### src/rtl/nn_comm_if.sv
// Byte-UART link between the host-link controller (master) and the UART (slave).
interface nn_comm_if;
  logic [7:0] rx_byte;
  logic       rx_valid;
  logic       rx_clear;
  logic [7:0] tx_byte;
  logic       tx_send;
  logic       tx_busy;

  modport master (input rx_byte, rx_valid, tx_busy, output rx_clear, tx_byte, tx_send);
  modport slave  (output rx_byte, rx_valid, tx_busy, input rx_clear, tx_byte, tx_send);
endinterface

### src/rtl/nn_comm_controller.sv
// Host-link controller: parses opcode-framed write/read commands from the UART for the perceptron array.
// Optional frame checksum enabled by defining NN_COMM_CHECKSUM_EN.
module nn_comm_controller #(
  parameter int N_CH        = 2,
  parameter int DATA_W      = 16,
  parameter int TIMEOUT_CYC = 120000
) (
  input  logic                     clk,
  input  logic                     rst,
  nn_comm_if.master                uart,
  input  logic [N_CH*DATA_W-1:0]   weights,
  input  logic [DATA_W-1:0]        result,
  output logic [N_CH*DATA_W-1:0]   payload,
  output logic                     weight_write,
  output logic                     input_write,
  output logic                     err
);
  localparam int B  = DATA_W / 8;
  localparam int NB = N_CH * B;
`ifdef NN_COMM_CHECKSUM_EN
  localparam int CK = 1;
`else
  localparam int CK = 0;
`endif
  localparam int RD_LAST = NB + B + CK;
  localparam int CW = $clog2(RD_LAST + 1) + 1;
  localparam int TW = $clog2(TIMEOUT_CYC + 1);
  localparam int PW = $clog2(N_CH * DATA_W);
  localparam int RW = $clog2(DATA_W);

  localparam logic [7:0] OP_RD = 8'd5, OP_WW = 8'd50, OP_WI = 8'd51;
  localparam logic [7:0] RSP_RD = 8'd100, RSP_OK = 8'd101, RSP_ERR = 8'd102;

  typedef enum logic [2:0] {
    S_IDLE, S_RX_CLR, S_RX_WAIT, S_COMMIT, S_ERR, S_TX_LOAD, S_TX_ACK, S_TX_WAIT
  } state_t;

  state_t                  state_q, state_d;
  logic [7:0]              op_q, op_d, resp_q, resp_d;
  logic [CW-1:0]           cnt_q, cnt_d, snd_q, snd_d, last_q, last_d;
  logic [TW-1:0]           to_q, to_d;
  logic [N_CH*DATA_W-1:0]  payload_q, payload_d;
  logic [7:0]              tx_sel;
`ifdef NN_COMM_CHECKSUM_EN
  logic [7:0]              rx_x_q, rx_x_d, tx_x_q, tx_x_d;
  logic                    ck_bad_q, ck_bad_d;
`endif

  // Bit offset of stream byte idx: channel-major, MSB byte of each word first.
  function automatic logic [PW-1:0] slot_off(input int idx);
    return PW'((idx / B) * DATA_W + (B - 1 - idx % B) * 8);
  endfunction

  assign payload = payload_q;

  // Response byte stream: code, weight bytes, result bytes, optional checksum.
  always_comb begin
    tx_sel = 8'h00;
    if (snd_q == '0)                  tx_sel = resp_q;
    else if (snd_q <= CW'(NB))        tx_sel = weights[slot_off(int'(snd_q) - 1) +: 8];
    else if (snd_q <= CW'(NB + B))    tx_sel = result[RW'((B - 1 - (int'(snd_q) - 1 - NB)) * 8) +: 8];
`ifdef NN_COMM_CHECKSUM_EN
    else                              tx_sel = tx_x_q;
`endif
  end

  always_comb begin
    state_d = state_q; op_d = op_q; resp_d = resp_q; cnt_d = cnt_q;
    snd_d = snd_q; last_d = last_q; to_d = to_q; payload_d = payload_q;
`ifdef NN_COMM_CHECKSUM_EN
    rx_x_d = rx_x_q; tx_x_d = tx_x_q; ck_bad_d = ck_bad_q;
`endif
    uart.rx_clear = 1'b0; uart.tx_send = 1'b0; uart.tx_byte = 8'h00;
    weight_write = 1'b0; input_write = 1'b0; err = 1'b0;
    case (state_q)
      S_IDLE: if (uart.rx_valid) begin
        op_d  = uart.rx_byte;
        to_d  = '0;
        cnt_d = (uart.rx_byte == OP_WW || uart.rx_byte == OP_WI) ? CW'(NB + CK) : '0;
`ifdef NN_COMM_CHECKSUM_EN
        rx_x_d   = uart.rx_byte;
        ck_bad_d = 1'b0;
`endif
        state_d = S_RX_CLR;
      end
      S_RX_CLR: begin
        uart.rx_clear = 1'b1;
        if (cnt_q != '0) state_d = S_RX_WAIT;
        else if (op_q == OP_RD) begin
          resp_d = RSP_RD; snd_d = '0; last_d = CW'(RD_LAST);
`ifdef NN_COMM_CHECKSUM_EN
          tx_x_d = 8'h00;
`endif
          state_d = S_TX_LOAD;
        end
        else if (op_q == OP_WW || op_q == OP_WI) begin
          state_d = S_COMMIT;
`ifdef NN_COMM_CHECKSUM_EN
          if (ck_bad_q) state_d = S_ERR;
`endif
        end
        else state_d = S_ERR;
      end
      S_RX_WAIT: if (uart.rx_valid) begin
        to_d    = '0;
        cnt_d   = cnt_q - CW'(1);
        state_d = S_RX_CLR;
`ifdef NN_COMM_CHECKSUM_EN
        rx_x_d = rx_x_q ^ uart.rx_byte;
        if (cnt_q == CW'(1)) ck_bad_d = (uart.rx_byte != rx_x_q);
        else
`endif
        payload_d[slot_off(NB + CK - int'(cnt_q)) +: 8] = uart.rx_byte;
      end else begin
        to_d = to_q + TW'(1);
        if (to_q == TW'(TIMEOUT_CYC - 1)) state_d = S_ERR;
      end
      S_COMMIT: begin
        weight_write = (op_q == OP_WW);
        input_write  = (op_q == OP_WI);
        resp_d = RSP_OK; snd_d = '0; last_d = '0;
        state_d = S_TX_LOAD;
      end
      S_ERR: begin
        err = 1'b1;
        resp_d = RSP_ERR; snd_d = '0; last_d = '0;
        state_d = S_TX_LOAD;
      end
      S_TX_LOAD: if (!uart.tx_busy) begin
        uart.tx_send = 1'b1;
        uart.tx_byte = tx_sel;
`ifdef NN_COMM_CHECKSUM_EN
        tx_x_d = tx_x_q ^ tx_sel;
`endif
        state_d = S_TX_ACK;
      end
      // One dead cycle so the UART can raise busy before we poll it.
      S_TX_ACK: state_d = S_TX_WAIT;
      S_TX_WAIT: if (!uart.tx_busy) begin
        if (snd_q == last_q) state_d = S_IDLE;
        else begin
          snd_d   = snd_q + CW'(1);
          state_d = S_TX_LOAD;
        end
      end
      default: state_d = S_IDLE;
    endcase
  end

  always_ff @(posedge clk or posedge rst) begin
    if (rst) begin
      state_q <= S_IDLE; op_q <= '0; resp_q <= '0; cnt_q <= '0;
      snd_q <= '0; last_q <= '0; to_q <= '0; payload_q <= '0;
`ifdef NN_COMM_CHECKSUM_EN
      rx_x_q <= '0; tx_x_q <= '0; ck_bad_q <= 1'b0;
`endif
    end else begin
      state_q <= state_d; op_q <= op_d; resp_q <= resp_d; cnt_q <= cnt_d;
      snd_q <= snd_d; last_q <= last_d; to_q <= to_d; payload_q <= payload_d;
`ifdef NN_COMM_CHECKSUM_EN
      rx_x_q <= rx_x_d; tx_x_q <= tx_x_d; ck_bad_q <= ck_bad_d;
`endif
    end
  end
endmodule
### src/flat_wrapper.sv
// flat-port wrapper written by rule: the top's interface ports become plain ports
module nn_comm_controller_flat 
#(
  parameter int N_CH        = 2,
  parameter int DATA_W      = 16,
  parameter int TIMEOUT_CYC = 120000
)
  (clk, rst, weights, result, payload, weight_write, input_write, err, uart_rx_byte, uart_rx_valid, uart_tx_busy, uart_rx_clear, uart_tx_byte, uart_tx_send);
  nn_comm_if uart_i ();
  input  logic clk;
  input  logic rst;
  input  logic [N_CH*DATA_W-1:0] weights;
  input  logic [DATA_W-1:0] result;
  output logic [N_CH*DATA_W-1:0] payload;
  output logic weight_write;
  output logic input_write;
  output logic err;
  input wire logic [$bits(uart_i.rx_byte)-1:0] uart_rx_byte;
  input wire logic [$bits(uart_i.rx_valid)-1:0] uart_rx_valid;
  input wire logic [$bits(uart_i.tx_busy)-1:0] uart_tx_busy;
  output wire logic [$bits(uart_i.rx_clear)-1:0] uart_rx_clear;
  output wire logic [$bits(uart_i.tx_byte)-1:0] uart_tx_byte;
  output wire logic [$bits(uart_i.tx_send)-1:0] uart_tx_send;
  assign uart_i.rx_byte = uart_rx_byte;
  assign uart_i.rx_valid = uart_rx_valid;
  assign uart_i.tx_busy = uart_tx_busy;
  assign uart_rx_clear = uart_i.rx_clear;
  assign uart_tx_byte = uart_i.tx_byte;
  assign uart_tx_send = uart_i.tx_send;
  nn_comm_controller #(.N_CH(N_CH), .DATA_W(DATA_W), .TIMEOUT_CYC(TIMEOUT_CYC)) u_core (.clk(clk), .rst(rst), .uart(uart_i), .weights(weights), .result(result), .payload(payload), .weight_write(weight_write), .input_write(input_write), .err(err));
endmodule
### config.mk
export PLATFORM = sky130hd
export DESIGN_NAME = nn_comm_controller_flat
export DESIGN_NICKNAME = d
export VERILOG_FILES = /design/src/rtl/nn_comm_if.sv /design/src/rtl/nn_comm_controller.sv /design/src/flat_wrapper.sv
export SDC_FILE = /design/constraint.sdc
export NUM_CORES = 1
export LEC_CHECK = 0
export ABC_AREA = 1
export BUFFER_PORTS_ARGS = -buffer_cell sky130_fd_sc_hd__clkbuf_2
export CORE_ASPECT_RATIO = 0.6
export CORE_MARGIN = 5
export CORE_UTILIZATION = 58
export DETAILED_ROUTE_END_ITERATION = 10
export PLACE_DENSITY_LB_ADDON = 0.25
export SETUP_SLACK_MARGIN = 0.3
export SLEW_MARGIN = 20
export SYNTH_ARGS = -nofsm -noshare
export SYNTH_HDL_FRONTEND = slang
export SYNTH_SLANG_ARGS = --single-unit
export TNS_END_PERCENT = 100
### constraint.sdc
create_clock -name clk -period 4.5 [get_ports clk]
set_input_delay 0.675 -clock clk [delete_from_list [all_inputs] [get_ports clk]]
set_output_delay 0.675 -clock clk [all_outputs]
set_load 0.005 [all_outputs]
==> impl_summary.txt <==
----------------------------------------------------
[STA]
  Post-route minimum period ... 3.835 ns
  Setup violations, final ... 0
  Worst rel slew slack ... 35.44%
  Hold violation count in the final report ... 0
  Max Clock Freq ... 260.8 MHz
  Worst setup margin ... 0.6654 ns
  Ratio of final minimum period to clock period ... 85.21%
  Clk_skew ... 0.005769 ns
  Setup repair after global routing missed its margin ... false
  Worst-Margin Slew ... 0.9670 ns
  Final number of max-transition violations ... 0
  Total negative setup slack ... 0 ns

[Die]
  Die Width ... 120.3 µm
  Vertical die dimension ... 76.17 µm
  Number of placement rows ... 24
  Core Box Area ... 7177 µm²
  Effective utilization at floorplan ... 58.98%
  Count of boundary I/O pins ... 105
  Die area ... 9162 µm²

[Finish]
  Layout area overhead ... 19.04%
  Layout filler cell count ... 581
  Sequential standard cell area ... 1802 µm²
  Combined area of the multi-input logic cells ... 2064 µm²
  Net count, final ... 720
  Final core occ ... 70.21%
  Proportion of layout cells with a drive suffix above 1 ... 21.61%
  Most frequent cells in the layout ... sky130_fd_sc_hd__nand2_1 (123), sky130_fd_sc_hd__clkbuf_2 (96), sky130_fd_sc_hd__dfrtp_1 (72)
  Commonest non-fill, non-tap cell in the layout ... sky130_fd_sc_hd__nand2_1
  Antenna cells ... 0

[Placement]
  HPWL reported at the end of detailed placement ... 8293 µm
  Worst-case setup slack after placement ... 1.066 ns
  I/O Buffers ... 96
  Placer congestion estimate ... 0.9056

[Pwr]
  Power, Total ... 0.002770 W
  P_leak ... 2.631 nW
  Power per Cell Area ... 549.7 nW/µm²
  Peak supply drop ... 0.3695 mV

[Clock tree]
  Maximum count of clock buffers along a single path ... 2
  TritonCTS clock tree ... yes
  Worst-Skew Late Latency ... 0.34 ns
  Count of instances resized after the clock tree is built ... 0
  Total clock buffers created by CTS ... 9
  Clk sink count ... 72
  Number of hold buffers added after cts ... 0
  Number of buffers inserted to repair setup after CTS ... 0
  CTS H-tree lvls ... 3
  CTS root buffer ... sky130_fd_sc_hd__clkbuf_16
  Reg clk slew, reported paths ... 0.05 ns

[Setup path]
  Type of the setup path with the least slack ... reg -> out
  Master of the slowest instance on the critical path ... sky130_fd_sc_hd__dfrtp_1
  Maximum cell stage delay along the critical path ... 0.74 ns
  Highest fanout seen on the critical path ... 22
  Data arrival time of the worst path ... 3.16 ns
  Worst path required time ... 3.83 ns
  Crit path capture type ... primary output
  Type of element launching the critical path ... register
  Chain of cells forming the critical path ... clkinv_1, ha_1, inv_1, a21oi_1, a22oi_1, nand2_1, a31oi_1, clkbuf_2

[Global routing]
  Largest net degree at the start of global routing ... 47
  Via count of the first global-routing pass ... 3856
  First-pass GRT wire length ... 18540 µm
  GRT Residual Overflow ... 0
  Total Routing Usage GR ... 24.88%
  Antenna violations before repair ... 0

[Yosys]
  Most used flip-flop cell after synthesis ... sky130_fd_sc_hd__dfrtp_1
  Largest family of logic cells by synthesized area ... simple AND/OR/NAND/NOR gates
  Post-Synth Adder-Cell Area ... 2.365%
  Portion of the post-synthesis area used by sequential elements ... 42.57%
  Synthesized instance count ... 557
  Flip-flop and latch count after synthesis ... 72
  Post-synthesis share of cell area spent on xor and xnor gates ... 1.035%
  YS warnings ... 0
  Number of distinct library cells after synthesis ... 45
  Area fraction in and, or, nand and nor cells after synthesis ... 29.68%
  Total standard cell area after synthesis ... 4233 µm²
  Number of enable-type register cells in the synthesized netlist ... 0
  Multiplexer share of the synthesized area ... 0%
  Post-Synthesis Net Count ... 625
  Average cell area after synthesis ... 7.599 µm²
  FFs w/ async S/R, synth ... 100.0%
  Area fraction in compound gates after synthesis ... 15.70%

[Drt]
  Starting DRC count in detailed routing ... 465
  Wire length after detailed routing ... 11150 µm
  Via count ... 4192
  Antenna viol nets, final ... 0
  Number of DRC violations after detailed routing ... 0
  Average vias per placed instance ... 5.604
  Routed WL per cell ... 14.91 µm
  Number of detailed-route iterations in the first pass ... 5

[Min path]
  Type of the most critical hold path ... reg -> reg

[Job]
  Number of maximum-capacitance constraint violations ... 0

[Outcome]
  Outcome ... finished, final reports clean

----------------------------------------------------
## final cells by class
class                           count  share of cell area, %
Sequential cell                    72                  35.76
Tap cell                           91                  2.260
Timing Repair Buffer               97                  9.685
Inverter                           71                  5.389
Multi-Input combinational cell    401                  40.97
Clock inverter                      5                  1.117
Clock buffer                       11                  4.817
## metal layers
metal  vias up  part of all wire [%]  global-route usage [%]
li1       2032                     -                       -
met1      1987                    47                   36.06
met2       163                    44                   37.82
met3        10                   8.5                   5.490
met4         0                  0.85                   6.674
met5         -                     0                       0
## Yosys cell counts (2+ instances only)
cell	count	area, µm²
sky130_fd_sc_hd__inv_1	63	236.5
sky130_fd_sc_hd__buf_2	3	15.01
sky130_fd_sc_hd__o31ai_2	2	25.02
sky130_fd_sc_hd__a31oi_1	5	31.28
sky130_fd_sc_hd__a22oi_1	6	45.04
sky130_fd_sc_hd__a21oi_1	15	75.07
sky130_fd_sc_hd__inv_2	5	18.77
sky130_fd_sc_hd__xor2_1	4	35.03
sky130_fd_sc_hd__clkbuf_1	3	11.26
sky130_fd_sc_hd__o21a_1	12	90.09
sky130_fd_sc_hd__nand2_2	4	25.02
sky130_fd_sc_hd__nand2_1	123	461.7
sky130_fd_sc_hd__o31ai_1	7	52.55
sky130_fd_sc_hd__clkinv_1	2	7.510
sky130_fd_sc_hd__dfrtp_1	72	1802
sky130_fd_sc_hd__o21ai_0	50	250.2
sky130_fd_sc_hd__buf_6	5	56.30
sky130_fd_sc_hd__and3_1	2	12.51
sky130_fd_sc_hd__o22ai_1	4	25.02
sky130_fd_sc_hd__nor2_2	5	31.28
sky130_fd_sc_hd__nor2_4	4	45.04
sky130_fd_sc_hd__nor3_1	9	45.04
sky130_fd_sc_hd__nor2_1	70	262.8
sky130_fd_sc_hd__o21ai_1	9	45.04
sky130_fd_sc_hd__nand4_1	10	62.56
sky130_fd_sc_hd__ha_1	8	100.1
sky130_fd_sc_hd__nand3_1	37	185.2
## metrics by stage
| step | hold slack [ns] | instance area, µm² | std cells |
|---|---|---|---|
| 6_report | 0.4627 | 5039 | 748 |
| 5_1_grt | 0.4918 | 5039 | 748 |
| 4_1_cts | 0.4687 | 5039 | 748 |
| 3_5_place_dp | 0.4558 | 4740 | 732 |
| 3_3_place_gp | 0.4451 | 4740 | 732 |
| 2_1_floorplan | 0.4295 | 4233 | 557 |
## report_power, final
part | total, W | switching, W | internal [W]
registers | 0.000974 | 0.000151 | 0.000823
clock network | 0.000717 | 0.000274 | 0.000443
logic | 0.00108 | 0.000703 | 0.000376
total | 0.00277 | 0.00113 | 0.00164
## path summary, 6_finish.rpt
| kind | from | to | slack [ns] | depth (start not counted) |
|---|---|---|---|---|
| hold / removal | u_core.resp_q[5] | u_core.resp_q[5] | 0.46 | 2 |
| setup reg to reg | u_core.snd_q[0] | u_core.snd_q[1] | 1.94 | 6 |
| max in group asynchronous | rst | u_core.payload[11] | 3.04 | 3 |
| hold reg to reg | u_core.resp_q[5] | u_core.resp_q[5] | 0.46 | 2 |
| setup / recovery | u_core.snd_q[0] | uart_tx_byte[1] | 0.67 | 8 |
| min in group asynchronous | rst | u_core.op_q[3] | 0.55 | 2 |
## critical path: cells and delay by family, from the launching register on
kind | cells | cell delay (ns)
buf+inv | 3 | 0.98
flops | 1 | 0.74
fa+ha+maj | 1 | 0.58
compound gates | 3 | 0.43
simple gates | 1 | 0.09
## cell families after synthesis
logic type / count (synthesis)
compound gates: 113
xor+xnor: 5
fa+ha+maj: 8
buf+inv: 84
flops: 72
simple gates: 275
## sequential cells by signal, summed over array words and instances, names as in the netlist
| signal | cells |
|---|---|
| u_core.cnt_q | 4 |
| u_core.last_q | 1 |
| u_core.op_q | 8 |
| u_core.payload | 32 |
| u_core.resp_q | 3 |
| u_core.snd_q | 4 |
| u_core.state_q | 3 |
| u_core.to_q | 17 |
No activity file was read; power rests on OpenSTA's default activity.
